===== src/rtl/lfsr_stream.sv =====
// Galois LFSR word generator: STEP single-bit shifts per advance, with a
// ready/valid output stage, state load, zero-load recovery and wrap detection.
module lfsr_stream #(
    parameter int unsigned    LEN  = 8,
    parameter logic [LEN-1:0] TAPS = 8'b10111000,
    parameter logic [LEN-1:0] SEED = {LEN{1'b1}},
    parameter int unsigned    STEP = 1
) (
    input  logic            clk,
    input  logic            rst,
    input  logic            en,
    input  logic            load,
    input  logic [LEN-1:0]  load_val,
    input  logic            out_ready,
    output logic            out_valid,
    output logic [STEP-1:0] out_data,
    output logic [LEN-1:0]  sreg,
    output logic            lockup,
    output logic            wrapped
);

    if (LEN < 2 || LEN > 64) begin : g_bad_len
        $fatal(1, "lfsr_stream: LEN must be in 2..64");
    end
    if (STEP < 1 || STEP > LEN) begin : g_bad_step
        $fatal(1, "lfsr_stream: STEP must be in 1..LEN");
    end
    if (SEED == '0) begin : g_bad_seed
        $fatal(1, "lfsr_stream: SEED must be non-zero");
    end

    logic [LEN-1:0]  sreg_q, sreg_d;
    logic [STEP-1:0] data_q, data_d;
    logic            valid_q, valid_d;
    logic            lockup_q, lockup_d;
    logic            wrapped_q, wrapped_d;

    logic [LEN-1:0]  step_state;
    logic [STEP-1:0] step_bits;
    logic            advance;

    // Unrolled STEP single shifts; bit i is the LSB seen before shift i+1.
    always_comb begin
        step_state = sreg_q;
        step_bits  = '0;
        for (int unsigned i = 0; i < STEP; i++) begin
            step_bits[i] = step_state[0];
            step_state   = {1'b0, step_state[LEN-1:1]} ^ (step_state[0] ? TAPS : '0);
        end
    end

    assign advance = en && !load && (!valid_q || out_ready);

    always_comb begin
        sreg_d    = sreg_q;
        data_d    = data_q;
        valid_d   = valid_q;
        lockup_d  = 1'b0;
        wrapped_d = 1'b0;
        if (load) begin
            valid_d = 1'b0;
            if (load_val == '0) begin
                sreg_d   = SEED;
                lockup_d = 1'b1;
            end else begin
                sreg_d = load_val;
            end
        end else if (advance) begin
            sreg_d    = step_state;
            data_d    = step_bits;
            valid_d   = 1'b1;
            wrapped_d = (step_state == SEED);
        end else if (valid_q && out_ready) begin
            valid_d = 1'b0;
        end
    end

    always_ff @(posedge clk) begin
        if (rst) begin
            sreg_q    <= SEED;
            data_q    <= '0;
            valid_q   <= 1'b0;
            lockup_q  <= 1'b0;
            wrapped_q <= 1'b0;
        end else begin
            sreg_q    <= sreg_d;
            data_q    <= data_d;
            valid_q   <= valid_d;
            lockup_q  <= lockup_d;
            wrapped_q <= wrapped_d;
        end
    end

    assign sreg      = sreg_q;
    assign out_data  = data_q;
    assign out_valid = valid_q;
    assign lockup    = lockup_q;
    assign wrapped   = wrapped_q;

endmodule


===== config.mk =====
export PLATFORM = sky130hd
export DESIGN_NAME = lfsr_stream
export DESIGN_NICKNAME = d
export VERILOG_FILES = /design/src/rtl/lfsr_stream.sv
export SDC_FILE = /design/constraint.sdc
export NUM_CORES = 1
export LEC_CHECK = 0
export CAP_MARGIN = 10
export CORE_MARGIN = 1.5
export CORE_UTILIZATION = 42
export CTS_BUF_LIST = sky130_fd_sc_hd__clkbuf_8 sky130_fd_sc_hd__clkbuf_16
export CTS_CLUSTER_DIAMETER = 100
export DETAILED_ROUTE_END_ITERATION = 10
export PLACE_DENSITY = 0.75
export SYNTH_ARGS = -nofsm -noshare
export SYNTH_HDL_FRONTEND = slang
export SYNTH_SLANG_ARGS = --single-unit

===== constraint.sdc =====
create_clock -name clk -period 1.6 [get_ports clk]
set_clock_uncertainty 0.2 [all_clocks]
set_input_delay 0.16 -clock clk [delete_from_list [all_inputs] [get_ports clk]]
set_output_delay 0.16 -clock clk [all_outputs]
set_load 0.01 [all_outputs]

## Yosys cells after proc, flatten, opt, wreduce, memory -nomap -nowiden

Index checks and enable logic that the tools add are counted.

| cells by class | value |
|---|---|
| equality and inequality tests | 1 |
| mux-type cells | 7 |
| bitwise logic cells | 3 |
| reductions and logical operators | 13 |

Operators with widths:

| operator | count |
|---|---|
| $mux 8 | 4 |
| $eq 8x8->1 const B | 1 |
| $logic_not 8->1 | 1 |
| $xor 7x8->8 | 1 |
| $reduce_bool 2->1 | 2 |
| $reduce_or 2->1 | 2 |
| $logic_and 1x1->1 | 3 |
| $mux 1 | 3 |
| $reduce_or 3->1 | 1 |
| $logic_not 1->1 | 2 |
| $not 1->1 | 2 |
| $reduce_and 2->1 | 1 |
| $logic_or 1x1->1 | 1 |

| word-level totals | value |
|---|---|
| bits in registers | 12 |
| input bits | 13 |
| output and inout bits | 12 |
| logic and storage cells | 29 |

## Logic depth before layout (Yosys ltp)

Gate-level depths: netlist of run 1.

| logic depth | value |
|---|---|
| depth after elaboration | 5 |
| depth in mapped cells | 5 |
| mapped depth without buffers | 3 |

## Least setup slack after synthesis of run 1

No wires, ideal clock.

| timing | value |
|---|---|
| path type | register to register |
| start point | reg valid_q, in the netlist out_valid |
| end point | reg sreg_q[5], in the netlist sreg[5] |
| library setup time | 0.078 ns |
| arrival | 0.919 ns |
| required time | 1.322 ns |
| slack | 0.403 ns |
| cell stages (with the launch flop) | 5 |
| path buffers | 1 |
| clock period less this slack | 1.197 ns |
| cell sequence | dfxtp_1 -> nor2b_1 -> buf_2 -> o21ai_0 -> a32oi_1 |

| on the way | value |
|---|---|
| longest elaborated chain between the ends | 4 |

Ends and longest elaborated chain:

| what | line | source |
|---|---|---|
| start: declaration | 34 | `logic valid_q, valid_d;` |
| start signal: assignment | 88 | `valid_q <= valid_d;` |
| $logic_not 1->1 | 52 | `assign advance = en && !load && (!valid_q \|\| out_ready);` |
| $logic_or 1x1->1 | 52 |  |
| $logic_and 1x1->1 | 52 |  |
| $reduce_bool 2->1 (no source line) | -- |  |
| end signal: assignment | 86 | `sreg_q <= sreg_d;` |
| end: declaration | 32 | `logic [LEN-1:0] sreg_q, sreg_d;` |

Every way passes these cells.
A chain may end at the register's enable or synchronous reset.

## Worst setup path in the final report of run 1

| timing | value |
|---|---|
| start point | reg sreg_q[4], in the netlist sreg[4] |
| end point | out sreg[4] |

RTL lines:

| what | line | source |
|---|---|---|
| end: declaration | 17 | `output logic [LEN-1:0] sreg,` |

No word-level cell between the ends.

==> qor.csv, run 1 <==
metric;value;unit
syn_area;669;sq um
drt-initial-drc-count;9;
swShare;0.254;
cp.arrival;1.19;ns
yosys_warnings;0;
irDropWorstVdd;0.000497;V
max_freq;0.645;GHz
cts_buffers;3;
rr_worst_depth;3;
period_share;0.970;
critical_path.startpoint;sreg[4]$_SDFFE_PP1P_;
placed_area;938;sq um
drt-pass1-iter-count;4;
grt.total_usage;0.200;
cts-htree-levels;1;
crit_path_end_kind;output port;
tightestPinTransition;0.364;ns
finalSetupViolCount;0;
clkTransAtPathRegs;0.06;ns
drc;0;
place.port_buffers;24;
core_area;1510;sq um
fill_cells;124;
grt.overflow.total;0;
final_area;996;sq um
finalWorstPathRequiredPeriod;1.55;ns
antenna_found_initial;0;
wl_per_cell;14.5;um
status;complete, no violations;
place_congestion;0.717;
rsz0062_at_grt;no;
layout-drive-gt1-share;0.204;
rrSetupSlack;0.30;ns
dp_hpwl;1.20;mm
synth_cells;70;
cp_num_buf_inv;1;
routed_wl;1.65;mm
cp_slowest_cell;clkdlybuf4s50_1;
tns;0;ns
avgViaCountPerCell;5.98;
grt_pass1_wl;2.77;mm
holdPathStages;2;
crit_required;1.24;ns
hold_violations;0;
slew_headroom;0.756;
synth-seq-area-share;0.359;
grt_start_max_net_pins;12;
r2r-end;sreg[0]$_SDFFE_PP1P_;
cts_tree;built;
cts_max_path_buffers;2;
synth_area_per_cell;9.56;sq um
vias;682;
leakage;0.341;nW
synth_cell_types;24;
seq_area;240;sq um
ys_ff_latch;12;
grt_pass1_vias;634;
critPathMaxFanout;4;
combinationalPowerShare;0.214;
rows;14;
multi_input_area;384;sq um
start_util;0.444;
clk-insertion-delay-late;0.24;ns
cp-start-kind;flip-flop;
crit_cells;1;
ant_nets;0;
finalMaxSlewViolations;0;
reg2reg_from;out_valid$_SDFFE_PP0P_;
die_y;42.9;um
max-cap-violations;0;
root_buffer;clkbuf_8;
die_w;42.9;um
p_seq_frac;0.393;
cts_hold_buf;0;
crit_family;buffers and inverters;
final_common_cell;clkdlybuf4s50_1;
synth_nets;83;
path_class;reg -> out;
intPower;0.640;mW
power.density;861;nW/um^2
syn_to_final_growth;48.8;%
layout.cells.most_common_list;24 x clkdlybuf4s50_1, 12 x dfxtp_1;
die_area;1840;sq um
cts.sinks;12;
io_pins;25;
critPathCapture;sreg[4];
final_nets;112;
clockPowerShare;0.393;
antenna_cells;0;
hold_path.class;reg -> reg;
cts_setup_buffers;0;
crit_path_max_incr_delay;0.56;ns
power_switching;0.217;mW
worstPathCellList;clkdlybuf4s50_1;
-- power by group through the flow --
stage / registers, mW / logic [mW] / clock network, mW
floorplan: 0.349 / 0.0778 / 0
global placement: 0.343 / 0.178 / 0
detailed placement: 0.343 / 0.181 / 0
CTS: 0.337 / 0.183 / 0.342
global route: 0.340 / 0.200 / 0.351
finish: 0.337 / 0.183 / 0.337
-- cells in the mapped netlist --
| library cell | number | area (sq um) |
|---|---|---|
| nand2b_1 | 1 | 6.26 |
| nand2_2 | 1 | 6.26 |
| buf_2 | 2 | 10.0 |
| nor2_2 | 1 | 6.26 |
| a21oi_1 | 1 | 5.00 |
| o31ai_2 | 1 | 12.5 |
| nor4_4 | 2 | 42.5 |
| nand3_1 | 8 | 40.0 |
| inv_2 | 1 | 3.75 |
| buf_6 | 1 | 11.3 |
| nor3b_1 | 8 | 60.1 |
| buf_4 | 2 | 15.0 |
| xor2_1 | 3 | 26.3 |
| nor2_1 | 1 | 3.75 |
| nor3b_2 | 1 | 12.5 |
| a32oi_1 | 8 | 70.1 |
| nor2b_1 | 1 | 6.26 |
| nand4_1 | 1 | 6.26 |
| nand4b_1 | 2 | 17.5 |
| dfxtp_1 | 12 | 240 |
| nor4_2 | 1 | 12.5 |
| clkbuf_1 | 2 | 7.51 |
| o21ai_0 | 8 | 40.0 |
| a21boi_1 | 1 | 7.51 |
-- per-layer routing --
layer | vias to the layer above | wire length, um | global-route usage
met4 | 0 | 31 | 0.113
met3 | 6 | 104 | 0.0298
met5 | - | 0 | 0
li1 | 326 | - | -
met1 | 315 | 753 | 0.268
met2 | 35 | 761 | 0.303
-- flip-flops by register name (all words and copies together), names as in the netlist --
register   cells
sreg           8
lockup         1
out_data       1
out_valid      1
wrapped        1
-- tightest hold or removal path: stages (launching register included) --
cell	delay (ns)
dfxtp_1	0.32
o31ai_2	0.06
a21oi_1	0.06
-- cell families after synthesis --
group,after synthesis,synth area share
xor+xnor,3,0.0393
compound gates,19,0.202
flops,12,0.359
simple gates,28,0.329
buf+inv,8,0.0710
-- layout make-up --
class	count	area share
Tap cell	16	0.0201
Multi-Input combinational cell	50	0.386
Clock buffer	4	0.0553
Inverter	1	0.00377
Timing Repair Buffer	31	0.294
Sequential cell	12	0.241
-- timing repair --
action	4_1_cts	5_1_grt
endpoints found under the setup margin	0	7
gates resized for setup	0	1
endpoints found under the hold margin	0	0
-- worst min-delay path by stage --
stage | from | to
6_report | out_data$_SDFFE_PP0P_ | out_data$_SDFFE_PP0P_
5_1_grt | out_data$_SDFFE_PP0P_ | out_data$_SDFFE_PP0P_
4_1_cts | out_data$_SDFFE_PP0P_ | out_data$_SDFFE_PP0P_
3_5_place_dp | out_data$_SDFFE_PP0P_ | out_data$_SDFFE_PP0P_
3_3_place_gp | out_data$_SDFFE_PP0P_ | out_data$_SDFFE_PP0P_
2_1_floorplan | load_val[0] | sreg[0]$_SDFFE_PP1P_
-- stage by stage --
| step | setup slack (ns) | utilization | hold slack (ns) | std cells | total power, mW |
|---|---|---|---|---|---|
| finish | 0.0487 | 0.661 | 0.289 | 114 | 0.857 |
| global route | 0.00923 | 0.661 | 0.323 | 114 | 0.890 |
| CTS | 0.0530 | 0.659 | 0.291 | 114 | 0.862 |
| detailed placement | -0.146 | 0.623 | 0.283 | 110 | 0.525 |
| global placement | -0.126 | 0.623 | 0.276 | 110 | 0.521 |
| floorplan | 0.403 | - | 0.148 | 70 | 0.427 |
(Power assumes the default switching activity.)
==> run 2, diff against run 1 <==
--- a/config.mk
+++ b/config.mk
@@ -11,6 +11,7 @@
 export CTS_BUF_LIST = sky130_fd_sc_hd__clkbuf_8 sky130_fd_sc_hd__clkbuf_16
 export CTS_CLUSTER_DIAMETER = 100
 export DETAILED_ROUTE_END_ITERATION = 10
+export GPL_TIMING_DRIVEN = 0
 export PLACE_DENSITY = 0.75
 export SYNTH_ARGS = -nofsm -noshare
 export SYNTH_HDL_FRONTEND = slang
==> run 2 against run 1 <==
Effect of this change:
- fmax rose by 0.20%
- power fell by 1.2%
- cell area fell by 2.1%
- worst setup slack improved by 0.0030 ns
- count of clock-buffer cells in the layout did not move
- final cell count fell by 0.88%
- critical path type unchanged
==> qor.csv, run 2 (synthesis gave the netlist of run 1 again) <==
metric;value;unit;change
status;complete, no violations;;
cts_tree;built;;
period_share;0.968;;-0.00190
cts.sinks;12;;unchanged
dpl_worst_slack;-0.0569;ns;+0.0890 ns
critPathMaxFanout;4;;unchanged
antenna_found_initial;0;;unchanged
die_area;1840;sq um;unchanged
crit_path_max_incr_delay;0.56;ns;about the same
drt-initial-drc-count;28;;+19
placed_area;920;sq um;-2.0%
finalWorstSetupSlack;0.0518;ns;+0.00305 ns
hold_ws;0.0578;ns;-0.231 ns
final_nets;111;;-0.89%
start_util;0.444;;unchanged
grt_pass1_wl;2.59;mm;-6.5%
hold_path.class;in -> reg;;
cp_num_buf_inv;1;;unchanged
grt_start_max_net_pins;11;;-1
clk-insertion-delay-late;0.24;ns;about the same
layout-drive-gt1-share;0.175;;-0.0288
finalWorstPathRequiredPeriod;1.55;ns;-0.00305 ns
cp.arrival;1.19;ns;about the same
largest_register_ff_count;8;;unchanged
clkTransAtPathRegs;0.05;ns;about the same
power.density;869;nW/um^2;+0.91%
vias;659;;-3.4%
cp-start-kind;flip-flop;;
irDropWorstVdd;0.000381;V;-23%
tightestPinTransition;0.412;ns;+0.0476 ns
cts_repair_resize_count;0;;unchanged
place.port_buffers;23;;-4.2%
hold_violations;0;;unchanged
layout.cells.most_common_list;23 x clkdlybuf4s50_1, 12 x dfxtp_1;;
wl_per_cell;14.1;um;-3.0%
fill_cells;141;;+14%
drc;0;;unchanged
grt.total_usage;0.183;;-0.0169
io_pins;25;;unchanged
drt-pass1-iter-count;4;;unchanged
routed_wl;1.59;mm;-3.8%
grt.overflow.total;0;;unchanged
antenna_cells;0;;unchanged
cp_slowest_cell;clkdlybuf4s50_1;;
crit_path_end_kind;output port;;
tns;0;ns;unchanged
grt_pass1_vias;560;;-12%
place_congestion;0.769;;+7.3%
ant_nets;0;;unchanged
final_area;975;sq um;-2.1%
cts_max_path_buffers;2;;unchanged
leakage;0.329;nW;-3.5%
syn_to_final_growth;45.6;%;
die_y;42.9;um;unchanged
rows;14;;unchanged
root_buffer;clkbuf_8;;
finalMaxSlewViolations;0;;unchanged
final_common_cell;clkdlybuf4s50_1;;
cts-htree-levels;1;;unchanged
avgViaCountPerCell;5.83;;-2.5%
cts_setup_buffers;0;;unchanged
max-cap-violations;0;;unchanged
total_power;0.847;mW;-1.2%
finalSetupViolCount;0;;unchanged
cts_hold_buf;0;;unchanged
crit_required;1.24;ns;about the same
rsz0062_at_grt;no;;
max_freq;0.646;GHz;+0.20%
worstPathCellList;clkdlybuf4s50_1;;
path_class;reg -> out;;
core_area;1510;sq um;unchanged
cts_buffers;3;;unchanged
slew_headroom;0.726;;-0.0306
die_w;42.9;um;unchanged
crit_family;buffers and inverters;;
-- run 2: metrics by stage --
step / instances / util
floorplan: 70 / -
global placement: 109 / 0.610
detailed placement: 109 / 0.610
CTS: 113 / 0.647
global route: 113 / 0.647
finish: 113 / 0.647
-- run 2: cell type report --
type	instances	area, sq um	area share
multi-input cells	50	382	0.392
flip-flops and latches	12	240	0.246
repair buffers	23	230	0.236
clock buffers	4	55.1	0.0565
plain buffers	7	43.8	0.0449
well taps	16	20.0	0.0205
inverters	1	3.75	0.00385
-- run 2: power breakdown --
part	switching, mW	internal (mW)	total, mW
Clock	0.116	0.217	0.333
Combinational	0.0790	0.0983	0.177
Sequential	0.0177	0.319	0.337
-- run 2: routing by layer --
metal,share of wire,track usage
met3,0.051,0.0255
met5,0,0
met2,0.44,0.276
met4,0.0076,0.0750
met1,0.50,0.259
-- run 2: worst paths after layout --
path / slack, ns / startpoint / depth (start not counted) / to
worst min-delay path: 0.06 / en / 3 / sreg[5]$_SDFFE_PP1P_
worst min register to register: 0.29 / out_data$_SDFFE_PP0P_ / 2 / out_data$_SDFFE_PP0P_
worst max-delay path: 0.05 / sreg[5]$_SDFFE_PP1P_ / 1 / sreg[5]
worst max register to register: 0.33 / out_valid$_SDFFE_PP0P_ / 4 / sreg[0]$_SDFFE_PP1P_
